===== src/rtl/regfile_pkg.sv =====
// Shared widths and types for the register-file write-back path.
// Entry layout carries the destination register and the result value together.
package regfile_pkg;
    localparam int REGADDR_WIDTH = 5;
    localparam int DATA_WIDTH    = 32;

    typedef logic [REGADDR_WIDTH-1:0] regaddr_t;
    typedef logic [DATA_WIDTH-1:0]    data_t;

    typedef struct packed {
        regaddr_t addr;
        data_t    data;
    } wb_entry_t;
endpackage


===== src/rtl/sync_fifo.sv =====
// Generic synchronous FIFO with synchronous active-low reset and a clear input.
// Latency: pushed entry visible at dout the cycle after the push edge.
// Backpressure: caller must honour full; pushes while full are dropped.
module sync_fifo #(
    parameter int WIDTH = 8,
    parameter int DEPTH = 4,
    localparam int AW = $clog2(DEPTH),
    localparam int CW = $clog2(DEPTH + 1)
) (
    input  logic             clk,
    input  logic             reset,
    input  logic             clear,
    input  logic             push,
    input  logic             pop,
    input  logic [WIDTH-1:0] din,
    output logic [WIDTH-1:0] dout,
    output logic             full,
    output logic             empty,
    output logic [CW-1:0]    count
);
    logic [WIDTH-1:0] mem [DEPTH];
    logic [AW:0]      wr_ptr;
    logic [AW:0]      rd_ptr;
    logic             do_push;
    logic             do_pop;

    // Pointers carry one extra wrap bit so full and empty are distinguishable.
    assign count   = CW'(wr_ptr - rd_ptr);
    assign full    = (count == CW'(DEPTH));
    assign empty   = (wr_ptr == rd_ptr);
    assign dout    = mem[rd_ptr[AW-1:0]];
    assign do_push = push && !full;
    assign do_pop  = pop && !empty;

    always_ff @(posedge clk) begin
        if (!reset || clear) begin
            wr_ptr <= '0;
            rd_ptr <= '0;
        end else begin
            if (do_push) wr_ptr <= wr_ptr + 1'b1;
            if (do_pop)  rd_ptr <= rd_ptr + 1'b1;
        end
    end

    always_ff @(posedge clk) begin
        if (do_push && reset && !clear) mem[wr_ptr[AW-1:0]] <= din;
    end
endmodule


===== src/rtl/regfile_writeback.sv =====
// In-order write-back queue feeding the register file's single write port, plus pending-write scoreboard.
// Latency: accepted at edge N, write presented on wr_* after edge N+1; one write per cycle.
// Backpressure: in_ready drops when the queue is full, during flush, or in reset; wr_stall holds issue.
module regfile_writeback import regfile_pkg::*; #(
    parameter int DEPTH    = 4,
    parameter int NUM_REGS = 1 << REGADDR_WIDTH
) (
    input  logic                       clk,
    input  logic                       reset,
    input  logic                       flush,
    input  logic                       in_valid,
    output logic                       in_ready,
    input  logic [REGADDR_WIDTH-1:0]   in_addr,
    input  logic [DATA_WIDTH-1:0]      in_data,
    input  logic                       wr_stall,
    output logic                       wr_enable,
    output logic [REGADDR_WIDTH-1:0]   wr_addr,
    output logic [DATA_WIDTH-1:0]      wr_data,
    input  logic [REGADDR_WIDTH-1:0]   query_addrA,
    input  logic [REGADDR_WIDTH-1:0]   query_addrB,
    output logic                       pendingA,
    output logic                       pendingB,
    output logic [$clog2(DEPTH+1)-1:0] count
);
    localparam int SCW = $clog2(DEPTH + 2);

    wb_entry_t       in_entry;
    wb_entry_t       head;
    logic            fifo_full;
    logic            fifo_empty;
    logic            push;
    logic            pop;
    logic [SCW-1:0]  sb_cnt [NUM_REGS];
    logic [NUM_REGS-1:0] sb_inc;
    logic [NUM_REGS-1:0] sb_dec;

    assign in_ready = reset && !flush && !fifo_full;
    // r0 is hardwired zero: the handshake completes but nothing is queued.
    assign push     = in_valid && in_ready && (in_addr != '0);
    assign pop      = reset && !flush && !wr_stall && !fifo_empty;
    assign in_entry = '{addr: in_addr, data: in_data};

    sync_fifo #(
        .WIDTH ($bits(wb_entry_t)),
        .DEPTH (DEPTH)
    ) u_fifo (
        .clk   (clk),
        .reset (reset),
        .clear (flush),
        .push  (push),
        .pop   (pop),
        .din   (in_entry),
        .dout  (head),
        .full  (fifo_full),
        .empty (fifo_empty),
        .count (count)
    );

    always_ff @(posedge clk) begin
        if (!reset) begin
            wr_enable <= 1'b0;
            wr_addr   <= '0;
            wr_data   <= '0;
        end else if (pop) begin
            wr_enable <= 1'b1;
            wr_addr   <= head.addr;
            wr_data   <= head.data;
        end else begin
            wr_enable <= 1'b0;
        end
    end

    // An entry stays pending through its issue cycle; it retires at the edge ending that cycle.
    always_comb begin
        sb_inc = '0;
        sb_dec = '0;
        for (int i = 0; i < NUM_REGS; i++) begin
            sb_inc[i] = push && (in_addr == REGADDR_WIDTH'(i));
            sb_dec[i] = wr_enable && (wr_addr == REGADDR_WIDTH'(i));
        end
    end

    always_ff @(posedge clk) begin
        if (!reset || flush) begin
            for (int i = 0; i < NUM_REGS; i++) sb_cnt[i] <= '0;
        end else begin
            for (int i = 0; i < NUM_REGS; i++) begin
                case ({sb_inc[i], sb_dec[i]})
                    2'b10:   sb_cnt[i] <= sb_cnt[i] + 1'b1;
                    2'b01:   sb_cnt[i] <= sb_cnt[i] - 1'b1;
                    default: sb_cnt[i] <= sb_cnt[i];
                endcase
            end
        end
    end

    assign pendingA = (query_addrA != '0) && (sb_cnt[query_addrA] != '0);
    assign pendingB = (query_addrB != '0) && (sb_cnt[query_addrB] != '0);
endmodule


===== config.mk =====
export PLATFORM = sky130hd
export DESIGN_NAME = regfile_writeback
export DESIGN_NICKNAME = d
export VERILOG_FILES = /design/src/rtl/regfile_pkg.sv /design/src/rtl/sync_fifo.sv /design/src/rtl/regfile_writeback.sv
export SDC_FILE = /design/constraint.sdc
export NUM_CORES = 1
export LEC_CHECK = 0
export ABC_CLOCK_PERIOD_IN_PS = 9150
export CORE_ASPECT_RATIO = 0.7
export CORE_UTILIZATION = 45
export DETAILED_ROUTE_END_ITERATION = 8
export SLEW_MARGIN = 10
export SYNTH_ARGS = -nofsm -noshare
export SYNTH_HDL_FRONTEND = slang
export SYNTH_SLANG_ARGS = --single-unit

===== constraint.sdc =====
create_clock -name clk -period 9.15 [get_ports clk]
set_input_delay 2.2875 -clock clk [delete_from_list [all_inputs] [get_ports clk]]
set_output_delay 2.2875 -clock clk [all_outputs]
set_load 0.03 [all_outputs]

# After elaboration in Yosys (flattened, before gate mapping)
# Memory sizes are Yosys's and may differ from the RTL's. A register that Yosys moved wholly into a read port is not among the register bits.
# Index checks and enable logic that the tools add are counted.
dict set report word_totals {
  reg_bits 7
  latch_bits 0
  mem_bits_rw 244
  mem_bits_ro 0
  input_bits 52
  out_inout_bits 44
  word_cells 807
  mem_count 2
}
dict set report classes {
  addsub 67
  mul 0
  n_div 0
  order_cmp 0
  eq_ne 128
  shift 0
  muxes 389
  bitwise 96
  n_reduce_logical 122
}
# memory words width read_ports rd_ports_with_merged_regs write_ports line_no
set memory_table {}
lappend memory_table {u_fifo.mem 4 37 1 1 1 sync_fifo.sv:21} ;# logic [WIDTH-1:0] mem [DEPTH];
lappend memory_table {sb_cnt 32 3 34 0 32 regfile_writeback.sv:33} ;# logic [SCW-1:0] sb_cnt [NUM_REGS];
# op count
set op_table {}
lappend op_table {{1-bit two-way mux} 293}
lappend op_table {{3-bit two-way mux} 96}
lappend op_table {{5-bit == test, second input constant} 32}
lappend op_table {{3-bit by 1-bit adder with 3-bit output, second input constant} 34}
lappend op_table {{1-bit bitwise OR} 96}
lappend op_table {{3-bit by 1-bit subtractor with 3-bit output, second input constant} 32}
lappend op_table {{5-bit by 4-bit == test with 1-bit output, second input constant} 16}
lappend op_table {{1-bit logical AND} 76}
lappend op_table {{2-bit by 1-bit == test with 1-bit output, second input constant} 32}
lappend op_table {{2-bit == test, second input constant} 32}
lappend op_table {{2-bit OR reduction} 32}
lappend op_table {{5-bit by 3-bit == test with 1-bit output, second input constant} 8}
lappend op_table {{5-bit by 2-bit == test with 1-bit output, second input constant} 4}
lappend op_table {{5-bit nonzero test} 3}
lappend op_table {{5-bit by 1-bit == test with 1-bit output, second input constant} 2}
lappend op_table {{5-bit zero test} 2}
lappend op_table {{1-bit zero test} 6}
lappend op_table {{3-bit nonzero test} 2}
lappend op_table {{3-bit == test} 1}
lappend op_table {{3-bit == test, second input constant} 1}
lappend op_table {{3-bit subtractor} 1}
lappend op_table {{1-bit logical OR} 1}

# Longest topological paths before layout
# Gate-level depths: netlist of run 1.
dict set report logic_depth {
  depth_word 14
  mapped_depth 15
  mapped_depth_nobuf 14
}

# Modules after synthesis
# Synthesis of run 1 repeated with hierarchy kept, for this count alone.
dict set report unflattened {
  hier_cells 1102
  hier_area_um2 14054.7
}
# module instances cells_per_inst area_per_inst_um2 seq_area_each_um2
set modules_own_cells {}
lappend modules_own_cells {regfile_writeback 1 856 8236.6 3643.5}
lappend modules_own_cells {sync_fifo 1 246 5818.1 4604.4}

# Least setup slack after synthesis of run 1
# No wires, ideal clock.
dict set report synth_timing {
  path_kind {input port to output port}
  start {input port query_addrB[1]}
  end {output port pendingB}
  t_arrival_ns 3.787
  required_time_ns 6.863
  setup_slack_ns 3.076
  stages 5
  n_path_buf 1
  path_cell_list {clkbuf_1 > mux4_2 > nor2_1 > a211oi_1 > o211ai_1}
}
dict set report synth_via {
  elab_chain_len 3
  elab_cells_between_ends 4
  classes_between {3 x reduce/logical; 1 x memory}
}
# item line_no
set synth_lines {}
lappend synth_lines {{start: declaration} regfile_writeback.sv:20} ;# input logic [REGADDR_WIDTH-1:0] query_addrB,
lappend synth_lines {{memory 32 x 3 bit} -}
lappend synth_lines {{3-bit nonzero test} regfile_writeback.sv:98} ;# assign pendingB = (query_addrB != '0) && (sb_cnt[query_addrB] != '0);
lappend synth_lines {{1-bit logical AND (*)} regfile_writeback.sv:98}
lappend synth_lines {{end: declaration} regfile_writeback.sv:22} ;# output logic pendingB,
# Mark *: on every way between the ends. The rest lies on a longest branch, timed or not.

# Worst setup path after layout of run 1
dict set report layout_timing {
  start {input port query_addrA[2]}
  end {output port pendingA}
}
dict set report layout_via {
  elab_chain_len 3
  elab_cells_between_ends 4
  classes_between {3 x reduce/logical; 1 x memory}
}
# item line_no
set layout_lines {}
lappend layout_lines {{start: declaration} regfile_writeback.sv:19} ;# input logic [REGADDR_WIDTH-1:0] query_addrA,
lappend layout_lines {{memory 32 x 3 bit} -}
lappend layout_lines {{3-bit nonzero test} regfile_writeback.sv:97} ;# assign pendingA = (query_addrA != '0) && (sb_cnt[query_addrA] != '0);
lappend layout_lines {{1-bit logical AND (*)} regfile_writeback.sv:97}
lappend layout_lines {{end: declaration} regfile_writeback.sv:21} ;# output logic pendingA,
# Marked as above.

==> results.env, run 1 <==
STATUS='complete, no violations'
HOLD_PATH.CLASS='reg2reg'
FIRST_GLOBAL_VIAS=8307
SYNTHFLOPTYPE='sky130_fd_sc_hd__edfxtp_1'
FMAX_MHz=137
FP.DIEAREA_SQ_UM=31400
GRT-OVFL-TOTAL=0
TIMING_MAX_TRANSITION_VIOLATIONS_FINAL=0
CTS_TREE='built'
SYNTH_CELLS=1070
DP_HPWL_MICRONS=19300
LAYOUT.NETS=1276
CLOCK_TREE.BUFFER_DEPTH=3
SYNTH_FP_NETS=1196
CTS-HOLD-FIX-BUFFERS=0
LAYOUT.CELLS.NON_FILLER=1584
POST_SYNTH_INSTANCE_AREA_SQ_UM=13800
BUSIEST_LAYER='met1'
TIMING.RR.START='u_fifo.wr_ptr[0]'
ROUTE.FINAL.WIRE_LENGTH_MICRONS=29000
YOSYS-MUX-AREA-FRACTION_PCT=7.59
WORST-PATH-MAX-FANOUT=20
DETAILED_PLACE.AREA_SQ_UM=15200
CRITICAL_PATH_ARRIVAL_NS=5.02
ROUTEDWLPERCELL_MICRONS=18.3
SYNTH_WARNINGS=0
SYNTH_SEQ_CELLS=288
EFFECTIVE_UTILIZATION_AT_FLOORPLAN_PCT=45.9
CRITICAL_PATH_REQUIRED_TIME_NS=6.86
FINAL.SETUP.TNS_NS=0
SYNTH_ADDER_AREA_SHARE_PCT=8.44
MAX_CAP_VIOLATIONS=0
CLOCK_SINKS=288
PATH_CLASS='in2out'
FINAL_ANTENNA_NET_COUNT=0
SYN-MEAN-INSTANCE-AREA_SQ_UM=12.9
PLACE_CONGESTION=0.846
DRT_FIRST_ITER_VIOLATIONS=517
DRT_PASS1_ITERATIONS=5
POWER.STATIC_LEAKAGE_nW=5.43
GROUTE.LAYER.MET2.USAGE_PCT=28.7
PLACE_INST=1531
FP-ROW-COUNT=53
N_ANTENNA_CELL=0
NUMBER_OF_H_TREE_LEVELS=1
SYNTH-ASYNC-RESET-RATIO_PCT=0
CLKLATENCYLATEPIN_NS=0.56
CRIT_PATH_END_KIND='output pin'
SYNTH_COMPOUND_AREA_SHARE_PCT=4.06
DIE_HEIGHT_MICRONS=149
TRACK_USAGE_PCT=19.4
MET1_USAGE_PCT=29.7
GRT_START_MAX_NET_PINS=94
GRT_ANTENNA_BEFORE_REPAIR=0
SYNTH.YOSYS.SEQ_AREA_SHARE_PCT=59.4
POST-CTS-SETUP-BUFFER-COUNT=0
CTS_BUFFERS=29
STDCELL_AREA_SQ_UM=16200
CRIT_PATH_START='query_addrA[2]'
SETUP.WORST_PATH.START_CLASS='input port'
POST_CTS_RESIZED=0
FF2FF_SETUP_SLACK_NS=5.20
CLOCK-SKEW-FINAL_NS=0.0145
RSZ0062_AT_GRT='false'
POST_SYNTH_NUM_CELL_TYPES=52
GRT_FIRST_PASS_WIRELENGTH_MICRONS=46900
HOLD_VIOL_FINAL=0
CRIT_END='pendingA'
FINAL_LAYOUT_SIZE_SUFFIX_GT1_SHARE_PCT=9.73
WORST_IR_DROP_VDD_V=0.000183
SYNTHSIMPLEGATEAREAFRAC_PCT=13.0
SYNTH_TOP_FAMILY_BY_AREA='simple AND/OR/NAND/NOR gates'
FINAL-SETUP-VIOL-COUNT=0
AVGVIACOUNTPERCELL=5.17
ROUTE.DETAILED.DRC=0
LAYOUT_WORST_PATH_CYCLE_SHARE_PCT=79.8
R2R.WORST_PATH.CELLS=14
POWER.DENSITY_CELL_AREA_nW_PER_UM2=185
GRT_UTIL_MET3_PCT=3.42
R2R-END='sb_cnt[9][2]'
CTS-ROOT-BUF='sky130_fd_sc_hd__clkbuf_16'
RELSLEWSLACK_PCT=25.5
LAYOUT_OVERHEAD_ON_THE_SYNTHESIZED_AREA_PCT=17.0
SYNTHXORXNORAREAFRAC_PCT=4.49
IO_PINS=96
PORT_BUFFERS=95
CORE-AREA_SQ_UM=30100
WORST_PIN_SLEW_NS=1.12
SYNTH_ENABLE_FLOP_CELLS=244
NUM_VIAS=8187
DIE_W_MICRONS=211
TIMING.FINAL.CRIT_PERIOD_NS=7.30
CLKTRANSATPATHREGS_NS=0.06
-- worst min-delay path by stage --
stage                      from          endpoint  cells after the start
2_1_floorplan  u_fifo.wr_ptr[2]  u_fifo.wr_ptr[2]                      1
3_3_place_gp         wr_data[7]        wr_data[7]                      2
3_5_place_dp        wr_data[22]       wr_data[22]                      2
4_1_cts             wr_data[22]       wr_data[22]                      2
5_1_grt             wr_data[29]       wr_data[29]                      2
6_report             wr_data[0]        wr_data[0]                      2
-- Yosys cell counts, types with 27 or more instances --
cell type	n	share of area, %
sky130_fd_sc_hd__nand2_1	160	4.3
sky130_fd_sc_hd__nor2_1	122	3.3
sky130_fd_sc_hd__ha_1	42	3.8
sky130_fd_sc_hd__inv_1	53	1.4
sky130_fd_sc_hd__a21boi_0	37	2.0
sky130_fd_sc_hd__clkbuf_1	44	1.2
sky130_fd_sc_hd__mux4_2	43	7.0
sky130_fd_sc_hd__xnor2_1	55	3.5
sky130_fd_sc_hd__fa_1	32	4.6
sky130_fd_sc_hd__dfxtp_1	44	6.4
sky130_fd_sc_hd__and2_1	27	1.2
sky130_fd_sc_hd__nor3_1	42	1.5
sky130_fd_sc_hd__edfxtp_1	244	53
-- sequential cells by signal, summed over array words and instances (netlist names) --
signal         cells
sb_cnt            96
wr_data           32
u_fifo.mem       148
u_fifo.wr_ptr      3
u_fifo.rd_ptr      3
wr_addr            5
wr_enable          1
-- final cells by class --
type | instances | area [sq um]
inverter | 54 | 203
fill | 2567 | 13900
timing repair buffer | 102 | 1000
clock buffer | 32 | 757
tap | 412 | 515
sequential | 288 | 8210
multi-input combinational | 675 | 5220
clock inverter | 21 | 265
-- report_power, final --
part	leakage (nW)	internal (mW)	total (mW)	switching [mW]
Clock	0.497	0.764	1.27	0.507
Combinational	2.18	0.0920	0.214	0.122
Sequential	2.75	1.47	1.50	0.0306
Total	5.43	2.33	2.99	0.659
-- worst max-delay path, stage by stage --
cell and delay, ns:
sky130_fd_sc_hd__clkdlybuf4s50_1 0.92, sky130_fd_sc_hd__inv_1 0.28, sky130_fd_sc_hd__mux4_2 0.51, sky130_fd_sc_hd__mux2i_1 0.18, sky130_fd_sc_hd__a221o_1 0.17, sky130_fd_sc_hd__clkdlybuf4s50_1 0.67
-- per-layer routing --
metal  up-vias  share of wire [%]
met1      4065                 51
met3        41                4.1
met2       146                 43
met5         -                  0
met4         0                2.0
li1       3935                  -
-- cells by family after synthesis --
| kind of cell | after synthesis |
|---|---|
| AO/OA/AOI/OAI | 73 |
| flip-flops | 288 |
| adder cells (fa/ha/maj) | 74 |
| buffers and inverters | 107 |
| AND/OR/NAND/NOR | 407 |
| multiplexers | 51 |
| XOR/XNOR | 69 |
| other | 1 |
-- through the flow --
stage          power (mW)  hold WS (ns)  setup slack, ns  util (%)
6_report             2.99         0.463             1.85      53.7
3_5_place_dp         1.74         0.458             1.86      50.3
5_1_grt              3.09         0.493             1.74      53.7
2_1_floorplan        1.65         0.483             3.08         -
4_1_cts              3.01         0.467             1.87      53.7
3_3_place_gp         1.74         0.451             1.94      50.3
-- cells in the final DEF, fill, tap and decap left out, drive strengths merged, types with 27 or more instances in the layout --
| cell type | instances |
|---|---|
| a21boi | 37 |
| and2 | 27 |
| clkbuf | 32 |
| clkdlybuf4s50 | 95 |
| dfxtp | 44 |
| edfxtp | 244 |
| fa | 32 |
| ha | 42 |
| inv | 54 |
| mux4 | 43 |
| nand2 | 160 |
| nor2 | 122 |
| nor3 | 43 |
| xnor2 | 55 |
Note: power is estimated with default switching activity, not from simulation.
==> run 2: changes to the inputs <==
--- a/config.mk
+++ b/config.mk
@@ -5,10 +5,11 @@
 export SDC_FILE = /design/constraint.sdc
 export NUM_CORES = 1
 export LEC_CHECK = 0
-export ABC_CLOCK_PERIOD_IN_PS = 9150
+export ABC_CLOCK_PERIOD_IN_PS = 6380
 export CORE_ASPECT_RATIO = 0.7
 export CORE_UTILIZATION = 45
 export DETAILED_ROUTE_END_ITERATION = 8
+export PLACE_DENSITY = 0.66
 export SLEW_MARGIN = 10
 export SYNTH_ARGS = -nofsm -noshare
 export SYNTH_HDL_FRONTEND = slang
==> constraint.sdc (replaced) <==
create_clock -name clk -period 6.38 [get_ports clk]
set_input_delay 1.595 -clock clk [delete_from_list [all_inputs] [get_ports clk]]
set_output_delay 1.595 -clock clk [all_outputs]
set_load 0.03 [all_outputs]
==> run 2 against run 1 <==
Total power grew 43%. Critical path depth is 2 higher. Die area is the same. Worst hold slack got worse by 0.0013 ns. Final area is 0.31% higher. Non-clock buffer count increased by 4. Clock-buffer cell count rose by 13.
==> results.env, run 2 (synthesis results as in run 1) <==
CTS_BUFFERS=30
AVGVIACOUNTPERCELL=5.26
WORST_IR_DROP_VDD_V=0.000247
CLKLATENCYLATEPIN_NS=0.56
FINAL_CORE_UTIL_PCT=53.9
STATUS='complete, no violations'
FF2FF_SETUP_SLACK_NS=2.45
R2R-END='sb_cnt[9][2]'
P_CLK_SHARE_PCT=42.4
TIMING_MAX_TRANSITION_VIOLATIONS_FINAL=0
TRACK_USAGE_PCT=19.4
LAYOUT.NETS=1281
CLOCK-SKEW-FINAL_NS=0.0110
WORST-PATH-MAX-FANOUT=13
HOLD_VIOL_FINAL=0
POWER.SWITCHING_FRACTION_PCT=22.0
LAYOUT.CELLS.MOST_COMMON_LIST='244 x sky130_fd_sc_hd__edfxtp_1, 160 x sky130_fd_sc_hd__nand2_1, 122 x sky130_fd_sc_hd__nor2_1, 95 x sky130_fd_sc_hd__clkdlybuf4s50_1, 55 x sky130_fd_sc_hd__xnor2_1'
FINAL.SETUP.TNS_NS=0
GRT_START_MAX_NET_PINS=93
FINAL_COMMON_CELL='sky130_fd_sc_hd__edfxtp_1'
WORSTHOLDSTART='wr_data[3]'
CRITICAL_PATH_ARRIVAL_NS=4.10
POWER.DENSITY_CELL_AREA_nW_PER_UM2=263
CLOCK_TREE.BUFFER_DEPTH=3
PORT_BUFFERS=95
BUSIEST_LAYER='met2'
RSZ0062_AT_GRT='false'
ROUTE.FINAL.WIRE_LENGTH_MICRONS=29200
RELSLEWSLACK_PCT=28.8
CRIT_END='pendingA'
MET1_USAGE_PCT=27.9
CRIT_PATH_END_KIND='output pin'
TIMING.RR.START='u_fifo.wr_ptr[0]'
CTS-ROOT-BUF='sky130_fd_sc_hd__clkbuf_16'
FMAX_MHz=176
POST_CTS_RESIZED=0
CTS_TREE='built'
DIE_HEIGHT_MICRONS=149
EFFECTIVE_UTILIZATION_AT_FLOORPLAN_PCT=45.9
POST-CTS-SETUP-BUFFER-COUNT=0
LAYOUT_WORST_PATH_CYCLE_SHARE_PCT=89.2
CLKTRANSATPATHREGS_NS=0.06
CRIT_PATH_START='query_addrA[2]'
FINAL_LAYOUT_SIZE_SUFFIX_GT1_SHARE_PCT=9.84
HOLD_PATH.CLASS='reg2reg'
POWER.INTERNAL_mW=3.33
ROUTEDWLPERCELL_MICRONS=18.4
PATH_CLASS='in2out'
LAYOUT_OVERHEAD_ON_THE_SYNTHESIZED_AREA_PCT=17.4
SETUP.WORST_PATH.START_CLASS='input port'
FINAL-SETUP-VIOL-COUNT=0
FP-ROW-COUNT=53
TIMING.FINAL.CRIT_PERIOD_NS=5.69
PLACE_CONGESTION=0.830
FIRST_GLOBAL_VIAS=8594
GRT_FIRST_PASS_WIRELENGTH_MICRONS=47100
NUM_VIAS=8379
GROUTE.LAYER.MET2.USAGE_PCT=30.4
GRT_ANTENNA_BEFORE_REPAIR=0
NUMBER_OF_FILL_CELLS=2563
LARGEST_REGISTER_FFS=148
COMB_POWER_SHARE_PCT=7.1
ROUTE.DETAILED.DRC=0
GRT-OVFL-TOTAL=0
FP.DIEAREA_SQ_UM=31400
MAX_CAP_VIOLATIONS=0
R2R.WORST_PATH.CELLS=14
NUMBER_OF_H_TREE_LEVELS=1
REGISTER_SHARE_OF_TOTAL_POWER_PCT=50.5
CTS-HOLD-FIX-BUFFERS=0
CRITICAL_PATH_REQUIRED_TIME_NS=4.79
DP_HPWL_MICRONS=19300
DRT_FIRST_ITER_VIOLATIONS=524
FINAL_ANTENNA_NET_COUNT=0
GRT_UTIL_MET3_PCT=4.05
P_SW_mW=0.937
CLOCK_SINKS=288
DIE_W_MICRONS=211
CORE-AREA_SQ_UM=30100
POWER.STATIC_LEAKAGE_nW=5.46
IO_PINS=96
DRT_PASS1_ITERATIONS=5
WORST_PIN_SLEW_NS=1.07
[run 2: cell types whose count changed in the layout (fill, tap and decap cells not counted), moves of 2 or more]
cell | previous run | this run
sky130_fd_sc_hd__buf_4 | 7 | 11
sky130_fd_sc_hd__bufinv_16 | 6 | 2
sky130_fd_sc_hd__clkbuf_1 | 1 | 7
sky130_fd_sc_hd__clkbuf_16 | 29 | 34
sky130_fd_sc_hd__clkbuf_8 | 2 | 4
sky130_fd_sc_hd__clkinv_2 | 6 | 4
sky130_fd_sc_hd__clkinvlp_4 | 3 | 1
[run 2: layout make-up]
type	count	area, sq um	area share, %
Clock inverter	11	108	0.663
Tap cell	412	515	3.18
Timing Repair Buffer	106	1030	6.37
Antenna cell	1	2.50	0.0154
Sequential cell	288	8210	50.6
Inverter	54	203	1.25
Clock buffer	45	932	5.74
Multi-Input combinational cell	675	5220	32.2
[run 2: power groups by stage]
| stage | registers (mW) | logic (mW) | clock network [mW] |
|---|---|---|---|
| floorplan | 2.18 | 0.191 | 0 |
| global placement | 2.19 | 0.299 | 0 |
| detailed placement | 2.19 | 0.304 | 0 |
| CTS | 2.15 | 0.307 | 1.84 |
| global route | 2.16 | 0.340 | 1.92 |
| finish | 2.15 | 0.305 | 1.81 |
[run 2: worst min-delay path by stage]
stage | slack, ns | depth (start not counted) | to
finish | 0.46 | 2 | wr_data[3]
global placement | 0.45 | 2 | wr_data[3]
floorplan | 0.48 | 1 | u_fifo.wr_ptr[2]
global route | 0.49 | 2 | wr_data[25]
detailed placement | 0.46 | 2 | wr_data[31]
CTS | 0.46 | 2 | wr_data[3]
[run 2: per-stage QoR]
stage | area (sq um) | instances | worst slack (ns) | power (mW) | hold slack, ns
after global placement | 15200 | 1535 | 0.735 | 2.49 | 0.452
after floorplan | 13800 | 1070 | 1.69 | 2.37 | 0.483
after global routing | 16200 | 1591 | 0.528 | 4.42 | 0.487
after detailed placement | 15200 | 1535 | 0.713 | 2.50 | 0.458
after CTS | 16200 | 1591 | 0.703 | 4.30 | 0.465
final | 16200 | 1592 | 0.687 | 4.27 | 0.462
[run 2: metal layers]
metal,vias up,wire length [microns]
met4,0,439
li1,3954,-
met5,-,0
met2,193,13200
met1,4194,13900
met3,38,1720
[run 2: critical path, cell delays in order]
cell and delay (ns):
sky130_fd_sc_hd__clkdlybuf4s50_1 0.55, sky130_fd_sc_hd__buf_4 0.25, sky130_fd_sc_hd__nor4_1 0.22, sky130_fd_sc_hd__a211oi_1 0.09
sky130_fd_sc_hd__nor4_1 0.28, sky130_fd_sc_hd__a221oi_1 0.14, sky130_fd_sc_hd__a221o_1 0.37, sky130_fd_sc_hd__clkdlybuf4s50_1 0.59
==> run 3: changes to the inputs <==
--- a/config.mk
+++ b/config.mk
@@ -13,4 +13,5 @@
 export SLEW_MARGIN = 10
 export SYNTH_ARGS = -nofsm -noshare
 export SYNTH_HDL_FRONTEND = slang
+export SYNTH_HIERARCHICAL = 1
 export SYNTH_SLANG_ARGS = --single-unit
==> run 3 against run 2 <==
Final area rose by 0.28%. Global-route usage grew 0.79 points. Total power is 4.7% lower.
==> results.env, run 3 <==
SYNTH_WARNINGS=6
MET1_USAGE_PCT=30.6
SYNTH_TOP_AREA_SHARE_PCT=52.1
WORST_IR_DROP_VDD_V=0.000262
SYNTH_COMMON_CELLS='244 x sky130_fd_sc_hd__edfxtp_1, 157 x sky130_fd_sc_hd__nand2_1, 135 x sky130_fd_sc_hd__nor2_1'
GRT_UTIL_MET3_PCT=4.13
CLKLATENCYLATEPIN_NS=0.56
DRT_FIRST_ITER_VIOLATIONS=697
FINAL_LAYOUT_SIZE_SUFFIX_GT1_SHARE_PCT=9.02
POST_CTS_RESIZED=0
FMAX_MHz=168
CRITICAL-PATH-SLOWEST-CELL='sky130_fd_sc_hd__clkdlybuf4s50_1'
BUSIEST_LAYER='met1'
CRITPATHMOSTFREQUENTCELL='sky130_fd_sc_hd__clkdlybuf4s50_1'
SYNTHDOMINANTAREACELLTYPE='sky130_fd_sc_hd__edfxtp_1'
ROUTE.DETAILED.DRC=0
SYNTH_ENABLE_FLOP_CELLS=244
DIE_HEIGHT_MICRONS=150
HOLD_PATH.CLASS='reg2reg'
SYNTH-ASYNC-RESET-RATIO_PCT=0
SYNTH_CELLS=1102
PATH_CLASS='in2out'
N_ANTENNA_CELL=0
EFFECTIVE_UTILIZATION_AT_FLOORPLAN_PCT=46.3
POST-CTS-SETUP-BUFFER-COUNT=0
LAYOUT_WORST_PATH_CYCLE_SHARE_PCT=93.5
FP.DIEAREA_SQ_UM=32000
STDCELL_AREA_SQ_UM=16300
CRIT_PATH_END_KIND='output pin'
SYNTH_MOST_COMMON_CELL='sky130_fd_sc_hd__edfxtp_1'
CRITICAL_PATH_ARRIVAL_NS=4.37
CTS-ROOT-BUF='sky130_fd_sc_hd__clkbuf_16'
FINAL_CORE_UTIL_PCT=53.6
NUMBER_OF_H_TREE_LEVELS=1
POWER.STATIC_LEAKAGE_nW=5.60
MAX_CAP_VIOLATIONS=0
HOLD_VIOL_FINAL=0
LAYOUT.CELLS.MOST_COMMON_LIST='244 x sky130_fd_sc_hd__edfxtp_1, 157 x sky130_fd_sc_hd__nand2_1, 135 x sky130_fd_sc_hd__nor2_1, 95 x sky130_fd_sc_hd__clkdlybuf4s50_1'
CORE-AREA_SQ_UM=30400
ROUTEDWLPERCELL_MICRONS=19.0
CTS_TREE='built'
FINAL.SETUP.TNS_NS=0
FIRST_GLOBAL_VIAS=8756
GROUTE.LAYER.MET2.USAGE_PCT=29.5
ROUTE.FINAL.WIRE_LENGTH_MICRONS=30800
TIMING.FINAL.CRIT_PERIOD_NS=5.96
WORST_PIN_SLEW_NS=1.05
POST_SYNTH_NUM_CELL_TYPES=54
DETAILED_PLACE.AREA_SQ_UM=15400
PORT_BUFFERS=95
RSZ0062_AT_GRT='false'
CTS-HOLD-FIX-BUFFERS=0
CLOCK-SKEW-FINAL_NS=0.0168
FINAL-SETUP-VIOL-COUNT=0
CLOCK_TREE.BUFFER_DEPTH=3
LAYOUT.NETS=1312
AVGVIACOUNTPERCELL=5.38
CRITICAL_PATH_REQUIRED_TIME_NS=4.79
SYNTH.YOSYS.SEQ_AREA_SHARE_PCT=58.7
IO_PINS=96
GRT_FIRST_PASS_WIRELENGTH_MICRONS=49200
TIMING_MAX_TRANSITION_VIOLATIONS_FINAL=0
PLACE_CONGESTION=0.890
DRT_PASS1_ITERATIONS=5
FINAL_COMMON_CELL='sky130_fd_sc_hd__edfxtp_1'
CTS_BUFFERS=29
WORST_PATH_LARGEST_CELL_DELAY_NS=0.83
CRITICAL_PATH.CELL_CHAIN='clkdlybuf4s50_1, buf_4, nor4b_1, o21ai_0, a22oi_1, o311ai_0, o2bb2ai_1, clkdlybuf4s50_1'
CLOCK_SINKS=290
NUM_VIAS=8711
SYNTHFLOPTYPE='sky130_fd_sc_hd__edfxtp_1'
WORST-PATH-MAX-FANOUT=17
GRT_ANTENNA_BEFORE_REPAIR=1
SETUP_SLACK_NS=0.418
RELSLEWSLACK_PCT=30.3
LARGEST_REGISTER_FFS=148
GRT-OVFL-TOTAL=0
SYNTH_SEQ_CELLS=290
DP_HPWL_MICRONS=20900
SETUP.WORST_PATH.START_CLASS='input port'
STATUS='complete, no violations'
TOTAL_POWER_mW=4.07
POST_SYNTH_INSTANCE_AREA_SQ_UM=14100
LAYOUT_OVERHEAD_ON_THE_SYNTHESIZED_AREA_PCT=15.8
SYNTH_TOP_CELLS_BY_AREA='sky130_fd_sc_hd__edfxtp_1 52%, sky130_fd_sc_hd__dfxtp_1 6.6%, sky130_fd_sc_hd__mux4_2 6.2%'
DIE_W_MICRONS=213
CLKTRANSATPATHREGS_NS=0.06
FINAL_ANTENNA_NET_COUNT=0
POWER.DENSITY_CELL_AREA_nW_PER_UM2=250
GRT_START_MAX_NET_PINS=47
DP_WORST_SETUP_SLACK_NS=0.502
SYNTH_FP_NETS=1228
TRACK_USAGE_PCT=20.1
SYN-MEAN-INSTANCE-AREA_SQ_UM=12.8
FP-ROW-COUNT=53
[run 3: changes by cell type in the layout (fill, tap and decap cells not counted), moves of 5 or more]
cell	change
sky130_fd_sc_hd__a21oi_1	+7
sky130_fd_sc_hd__and2_1	+16
sky130_fd_sc_hd__clkbuf_16	-5
sky130_fd_sc_hd__inv_1	-12
sky130_fd_sc_hd__nor2_1	+13
sky130_fd_sc_hd__nor3_1	-9
sky130_fd_sc_hd__nor4_1	+6
sky130_fd_sc_hd__xnor2_1	-11
sky130_fd_sc_hd__xor2_1	+11
[run 3: where the power goes]
group / internal [mW] / switching [mW] / total [mW]
clock network: 0.889 / 0.711 / 1.60
logic: 0.128 / 0.171 / 0.300
registers: 2.11 / 0.0542 / 2.17
total: 3.13 / 0.937 / 4.07
[run 3: final cells by class]
class	count	area, sq um
Clock buffer	38	769
Clock inverter	15	106
Fill cell	2573	14100
Inverter	41	154
Multi-Input combinational cell	716	5410
Sequential cell	290	8250
Tap cell	412	515
Timing Repair Buffer	108	1060
[run 3: worst max-delay path, delay by kind of cell]
kind	cells	cell delay, ns
AO/OA/AOI/OAI	4	0.70
buffers and inverters	3	1.72
AND/OR/NAND/NOR	1	0.34
[run 3: cells by family (layout without fill, tap and decap cells)]
group                      Yosys count  after routing  synth area share (%)
other                                1              1                0.0267
DFF                                290            290                  58.7
AOI/OAI and AO/OA                   91             91                  4.96
muxes                               47             47                  6.84
adders and majority gates           74             74                  8.30
and+or+nand+nor                    434            434                  13.9
buffers and inverters               96            202                  2.93
xor gates and xnor gates            69             69                  4.41
[run 3: path summary, 6_finish.rpt]
check | from | to | slack (ns) | cells past startpoint
setup / recovery | query_addrA[1] | pendingA | 0.42 | 8
hold / removal | wr_data[7] | wr_data[7] | 0.46 | 2
setup reg to reg | u_fifo/wr_ptr[0] | sb_cnt[16][2] | 2.10 | 15
hold reg to reg | wr_data[7] | wr_data[7] | 0.46 | 2
[run 3: stage by stage]
step / hold slack [ns] / instances
floorplan: 0.527 / 1102
global placement: 0.450 / 1567
detailed placement: 0.459 / 1567
CTS: 0.467 / 1620
global route: 0.496 / 1620
finish: 0.463 / 1620
[run 3: layer usage]
metal	vias up	routed length [microns]
met2	276	13400
met4	2	629
met1	4318	14600
met3	46	2190
met5	-	13
li1	4069	-
